### config.mk
export PLATFORM = sky130hd
export DESIGN_NAME = fetch_queue
export DESIGN_NICKNAME = d
export VERILOG_FILES = /design/src/rtl/fetch_queue.sv
export SDC_FILE = /design/constraint.sdc
export NUM_CORES = 1
export LEC_CHECK = 0
export CORE_UTILIZATION = 58
export CTS_CLUSTER_DIAMETER = 200
export DETAILED_ROUTE_END_ITERATION = 8
export HOLD_SLACK_MARGIN = 0.06
export PLACE_DENSITY = 0.95
export SKIP_LAST_GASP = 1
export SYNTH_ARGS = -nofsm -noshare
export SYNTH_HDL_FRONTEND = slang
export SYNTH_SLANG_ARGS = --single-unit
export TNS_END_PERCENT = 100
### constraint.sdc
create_clock -name clk -period 4.5 [get_ports clk]
set_input_delay 0.45 -clock clk [delete_from_list [all_inputs] [get_ports clk]]
set_output_delay 0.45 -clock clk [all_outputs]
set_load 0.05 [all_outputs]
### src/rtl/fetch_queue.sv
// Instruction fetch queue: a small FSM-driven PC sequencer that fetches one
// word per cycle from instruction memory into a DEPTH-entry circular buffer
// and presents the head entry to decode. Fetching stops after ebreak is
// queued and resumes on a branch redirect (flush).
module fetch_queue #(
  parameter int              XLEN     = 32,
  parameter int              DEPTH    = 4,
  parameter logic [XLEN-1:0] RESET_PC = '0
) (
  input  logic                     clk,
  input  logic                     reset,
  input  logic                     start,
  input  logic                     flush,
  input  logic [XLEN-1:0]          flush_pc,
  output logic                     imem_rd_en,
  output logic [XLEN-1:0]          imem_addr,
  input  logic [XLEN-1:0]          imem_rdata,
  output logic                     deq_valid,
  input  logic                     deq_ready,
  output logic [XLEN-1:0]          deq_inst,
  output logic [XLEN-1:0]          deq_pc,
  output logic [$clog2(DEPTH):0]   count,
  output logic                     halted
);

  localparam int AW = $clog2(DEPTH);
  localparam int CW = AW + 1;
  localparam logic [XLEN-1:0] EBREAK = XLEN'(32'h0010_0073);

  typedef enum logic [1:0] {IDLE, RUN, HALT} state_t;

  state_t          state;
  logic [XLEN-1:0] pc;
  logic [AW-1:0]   head;
  logic [AW-1:0]   tail;
  logic [XLEN-1:0] inst_mem [DEPTH];
  logic [XLEN-1:0] pc_mem   [DEPTH];

  logic full;
  logic deq;
  logic fetch;

  // A full queue can still accept a fetch when the head leaves in the same
  // cycle, which is what sustains one instruction per cycle.
  assign full       = (count == CW'(DEPTH));
  assign deq_valid  = (count != '0) && !flush;
  assign deq        = deq_valid && deq_ready;
  assign fetch      = (state == RUN) && !flush && (!full || deq);
  assign imem_rd_en = fetch;
  assign imem_addr  = pc;
  assign deq_inst   = inst_mem[head];
  assign deq_pc     = pc_mem[head];

  // Control state: FSM, PC, pointers and occupancy; flush overrides all.
  always_ff @(posedge clk or posedge reset) begin
    if (reset) begin
      state  <= IDLE;
      halted <= 1'b0;
      pc     <= RESET_PC;
      head   <= '0;
      tail   <= '0;
      count  <= '0;
    end else begin
      case (state)
        IDLE: begin
          halted <= 1'b0;
          if (start) state <= RUN;
        end
        RUN: begin
          if (fetch && (imem_rdata == EBREAK)) begin
            state  <= HALT;
            halted <= 1'b1;
          end
        end
        HALT: begin
          if (flush) begin
            state  <= RUN;
            halted <= 1'b0;
          end
        end
        default: begin
          state  <= IDLE;
          halted <= 1'b0;
        end
      endcase

      if (flush) begin
        pc    <= flush_pc & ~XLEN'(3);
        head  <= '0;
        tail  <= '0;
        count <= '0;
      end else begin
        if (fetch) begin
          pc   <= pc + XLEN'(4);
          tail <= tail + 1'b1;
        end
        if (deq) head <= head + 1'b1;
        if (fetch && !deq)      count <= count + 1'b1;
        else if (!fetch && deq) count <= count - 1'b1;
      end
    end
  end

  // Queue storage: data only, validity is tracked by the pointers and count.
  always_ff @(posedge clk) begin
    if (fetch) begin
      inst_mem[tail] <= imem_rdata;
      pc_mem[tail]   <= pc;
    end
  end

endmodule

After elaboration in Yosys (flattened, before gate mapping)
Memories as Yosys holds them, arrays and structs flattened.
Index checks and enable logic that the tools add are counted.

storage, ports and cells
  register bits after elaboration = 42
  bits in latches = 0
  memory bits (writable) = 256
  ROM bits = 0
  bits of input ports = 69
  output and inout port bits = 102
  word-level logic and storage cells = 57
  memories = 2

memories
  memory    words  bits a word  read ports  clocked after Yosys merged registers in  wr ports  line  source
  inst_mem  4      32           1           0                                        1         36    logic [XLEN-1:0] inst_mem [DEPTH];
  pc_mem    4      32           1           0                                        1         37    logic [XLEN-1:0] pc_mem [DEPTH];

operators by class
  add/sub/neg operators = 5
  $mul = 0
  div/mod/pow operators = 0
  magnitude comparators = 0
  equal/unequal tests = 7
  shifts and indexed selects = 0
  mux-type cells = 18
  bitwise logic cells = 0
  reductions and logical operators = 19

operators with widths
  kind                                                                      count
  32-bit 2-to-1 mux                                                         2
  32-bit by 3-bit adder with 32-bit output (second input constant)          1
  32-bit by 21-bit equality test with 1-bit output (second input constant)  1
  2-bit 2-to-1 mux                                                          7
  3-bit 2-to-1 mux                                                          3
  1-bit logical AND                                                         7
  2-bit case mux with 3 select lines                                        1
  3-bit nonzero test                                                        2
  2-bit by 1-bit adder with 2-bit output (second input constant)            2
  1-bit zero test                                                           4
  1-bit 2-to-1 mux                                                          4
  2-bit inequality test (second input constant)                             2
  2-bit nonzero test                                                        2
  3-bit by 1-bit adder with 3-bit output (second input constant)            1
  3-bit equality test (second input constant)                               1
  3-bit AND reduction                                                       1
  3-bit by 1-bit subtractor with 3-bit output (second input constant)       1
  2-bit by 1-bit equality test with 1-bit output (second input constant)    1
  2-bit equality test (second input constant)                               1
  2-bit zero test                                                           1
  2-bit by 1-bit inequality test with 1-bit output (second input constant)  1
  1-bit case mux with 2 select lines                                        1
  2-bit AND reduction                                                       1
  1-bit logical OR                                                          1

Depth between registers and ports, before layout
  depth in word-level cells = 10
  depth in mapped cells = 9
  depth with buffers taken out = 8

Worst setup path before layout
Ideal clock, no wire load.

  path kind = reg-to-reg
  start point = register count[0]
  end point = memory inst_mem[0][0] (enable)
  library setup time = 0.426 ns
  arrival = 3.404 ns
  required time = 4.074 ns
  slack = 0.669 ns
  stages on the path, launching flop included = 5
  buffers on the path = 0
  clock period less this slack = 3.831 ns
  path through = dfrtp_1 > or4b_1 > nand2_1 > nor2_1 > and2_1

between the ends
  word-level cells in the longest chain between the ends = 7
  elaborated cells on any way between the ends = 9
  those cells by class = eq/ne (1); mux (2); reduce/logical (6)

ends and longest elaborated chain
  item                                        line  source
  start: declaration                          22    output logic [$clog2(DEPTH):0] count,
  start signal: assignment                    98    if (fetch && !deq) count <= count + 1'b1;
  start signal: assignment                    99    else if (!fetch && deq) count <= count - 1'b1;
  3-bit nonzero test                          46    assign deq_valid = (count != '0) && !flush;
  1-bit logical AND                           46
  1-bit logical AND                           47    assign deq = deq_valid && deq_ready;
  1-bit logical OR (*)                        48    assign fetch = (state == RUN) && !flush && (!full || deq);
  1-bit logical AND (*)                       48
  net imem_rd_en                              15    output logic imem_rd_en,
  1-bit 2-to-1 mux (*)                        106   if (fetch) begin
  1-bit 2-to-1 mux (implied by the code) (*)  107   inst_mem[tail] <= imem_rdata;
  end: declaration                            36

The timed path passes the listed nets; every way through them passes the cells marked *.

Final worst setup path
  start point = register head[0]
  end point = output port deq_inst[0]

between the ends
  word-level cells in the longest chain between the ends = 1

ends and longest elaborated chain
  item                      line  source
  start: declaration        34    logic [AW-1:0] head;
  start signal: assignment  97    if (deq) head <= head + 1'b1;
  memory 4 x 32 bit         -
  end: declaration          20    output logic [XLEN-1:0] deq_inst,

Every way passes these cells.

==> results.md <==
- Outcome: complete, no violations
- Count of final setup violators: 0
- Synth unique cells: 52
- Critical path fanouts, max: 34
- Post-synth EDFFs: approximately 250
- Reg power frac: 0.418
- Synth async-reset ratio: 0.1389
- Leak Pwr: 4.788 nW
- Actual slew at the worst max-slew pin: between 0.9 and 1 ns
- Gate power share: 0.314
- Crit path DAT: 3.13 ns
- Area growth, synth to finish: 25.15%
- Die area: around 20000 um2
- Hold buffer count at CTS: 0
- Crit end category: output port
- Final Hold Viols: 0
- Vias post-DR: between 6000 and 7000
- Worst VDD drop: about 0.37 mV
- Share of layout cells above drive strength 1: 0.1788
- Setup Buffers After CTS: 0
- Largest net degree at the start of global routing: between 40 and 50
- Delay-heaviest family, CP: buffers and inverters
- RSZ-0062 raised after global routing: false
- MaxCap Viol Count: 0
- Post-DR wirelength/cell: approximately 23 um
- Worst slack at placement: 1.181 ns
- Total power: about 9 mW
- Post-synth top area share: 0.6442
- Tmin final: 3.577 ns
- Crit-path slowest cell: dfrtp_4
- Hpwl dp: 15370 um
- Max transition margin: 0.3868
- Initial antenna violation count: 1
- Max-slew violations: 0
- Final-stage net count: 866
- Synth Flop Type: edfxtp_1
- CP cell instances: buf_12, mux4_2, clkdlybuf4s50_1
- Top post-synthesis cells by count: edfxtp_1 (248), mux4_2 (62), dfrtp_1 (40), nand2_1 (40), xnor2_1 (22)
- CTS resizes: 0
- Synth Cell Area: roughly 12000 um2
- CTS max path bufs: 3
- Cells after synthesis: 611
- Fin worst setup slack: slightly above 0.9 ns
- PwrDens: around 610 nW/um2
- Worst setup SP type: register
- Final GP Congestion: 0.8256
- Setup_tns: 0 ns
- IO Count: between 150 and 200
- Core area: a little under 20000 um2
- Top cell type by total area after synthesis: edfxtp_1
- Clock transition at path regs: approximately 0.060 ns
- Switching Share: 0.3353
- Starting Density: 0.5920
- Worst Clk Skew: 0.009961 ns
- Slowest stage delay, CP: around 0.9 ns
- Sw power: just under 3 mW
- Register area share after synthesis: 0.7308
- CP Class: reg -> out
- Count leader, synth: edfxtp_1
- Fin Hold WS: 0.3525 ns
- Min-Delay Path Class: in -> async
- Htree depth: 1
- Drt initial violations: 475
- Total Wirelength: roughly 24000 um
- Number of global-route vias before repair: about 6500
- CTS tree: yes
- Syn Area/Cell: approximately 19 um2
- Gr ovfl total: 0
- Fin crit share: 0.7948
- Die Wd: ~140 um
- 1st-pass router iterations: 5
- Cell row count: between 50 and 60
- Synth top area cells: edfxtp_1 (64%), mux4_2 (12%), dfrtp_1 (8.7%), xnor2_1 (1.7%), nand2_1 (1.3%)
- CTS root buffer: clkbuf_16
- Vias/cell: between 5 and 6
- Num CTS Buffers: 28
- Worst skew pair latency: 0.53 ns
- Yosys warning count: 0
- Clk sinks: 288
- Pint: between 5 and 6 mW
- PortBufs: ~160
- Clock share of power: 0.268
- Final ANT Viol Nets: 0
- Register bit total from synthesis: about 290
- First-pass GRT wire length: between 30000 and 40000 um
- WP data required: 4.05 ns
- Post-Layout Inst Area: 14470 um2
- Area after DPL: approximately 14000 um2
- Die H: between 100 and 150 um
- Global Route Usage Sum: 0.2446
- Fmax: between 0.2 and 0.3 GHz
- DRC: 0
- WP buf/inv: 2
-- registers in the layout (all words and copies together), names as in the netlist --
register / cells
imem_addr: 30
pc_mem: 120
head: 2
tail: 2
state: 2
inst_mem: 128
halted: 1
count: 3
-- stage by stage --
stage,utilization,std cells
floorplan,-,614
global placement,0.6927,1026
detailed placement,0.6927,1026
CTS,0.7408,1076
global route,0.7408,1076
finish,0.7409,1077
-- final cells by class --
class                      count  area, um2
clock inverter                16      183.9
timing repair buffer         177       1759
tap                          265      331.6
antenna                        1      2.502
sequential                   288       8453
inverter                       9      33.78
clock buffer                  34      754.5
fill                        1165       5059
multi-input combinational    287       2949
-- cells in the final DEF, fill, tap and decap left out, types with 8 or more instances in the layout --
master	netlist	layout
buf_4	4	11
clkbuf_16	0	29
clkdlybuf4s50_1	0	163
dfrtp_1	40	38
edfxtp_1	248	248
inv_1	9	8
mux4_2	62	62
nand2_1	40	40
nand3_1	9	9
nor2_1	16	16
nor2b_1	8	8
nor4_1	9	9
o21ai_0	16	16
o21ai_1	11	11
xnor2_1	22	22
-- worst register-to-register path: cells and delay by family, from the launching register on --
kind / cells / cell delay (ns)
buffers and inverters: 1 / 0.45
flip-flops: 1 / 0.41
AND/OR/NAND/NOR: 4 / 1.69
-- routing by layer --
layer	vias to the layer above	wire length, um	track usage	share of wire
li1	2797	-	-	-
met1	3194	9313	0.3168	0.38
met2	263	12550	0.4193	0.52
met3	46	1962	0.05131	0.081
met4	0	500	0.07074	0.021
met5	-	0	0	0
-- final timing paths --
kind | end | depth (start not counted) | start | slack, ns
worst max-delay path | deq_inst[0] | 3 | head[0]$_DFFE_PP0P_ | 0.92
worst min-delay path | imem_addr[12]$_DFFE_PP0N_ | 3 | reset | 0.35
worst max register to register | inst_mem[2][15]$_DFFE_PP_ | 5 | state[1]$_DFFE_PP0P_ | 1.62
worst min register to register | state[0]$_DFFE_PP0P_ | 1 | state[0]$_DFFE_PP0P_ | 0.50
max in group asynchronous | head[0]$_DFFE_PP0P_ | 3 | reset | 3.72
min in group clk | imem_addr[17]$_DFFE_PP0N_ | 3 | flush | 0.46
-- power by group through the flow --
stage               registers (mW)  clock network, mW  logic [mW]
global placement              3.69                  0        2.73
CTS                           3.68               2.40        2.79
finish                        3.67               2.36        2.76
detailed placement            3.73                  0        2.77
global route                  3.72               2.50        2.89
floorplan                     3.74                  0        1.81
-- cells by family (layout without fill, tap and decap cells) --
kind of cell	Yosys count	in the layout	share of synthesized area
AO/OA/AOI/OAI	39	39	0.01894
XOR/XNOR	29	29	0.02197
adder cells (fa/ha/maj)	6	6	0.007144
buffers and inverters	39	236	0.01548
flip-flops	288	288	0.7308
multiplexers	70	70	0.1279
other	1	5	0.0003244
AND/OR/NAND/NOR	139	139	0.07739
Note: power is estimated with default switching activity, not from simulation.
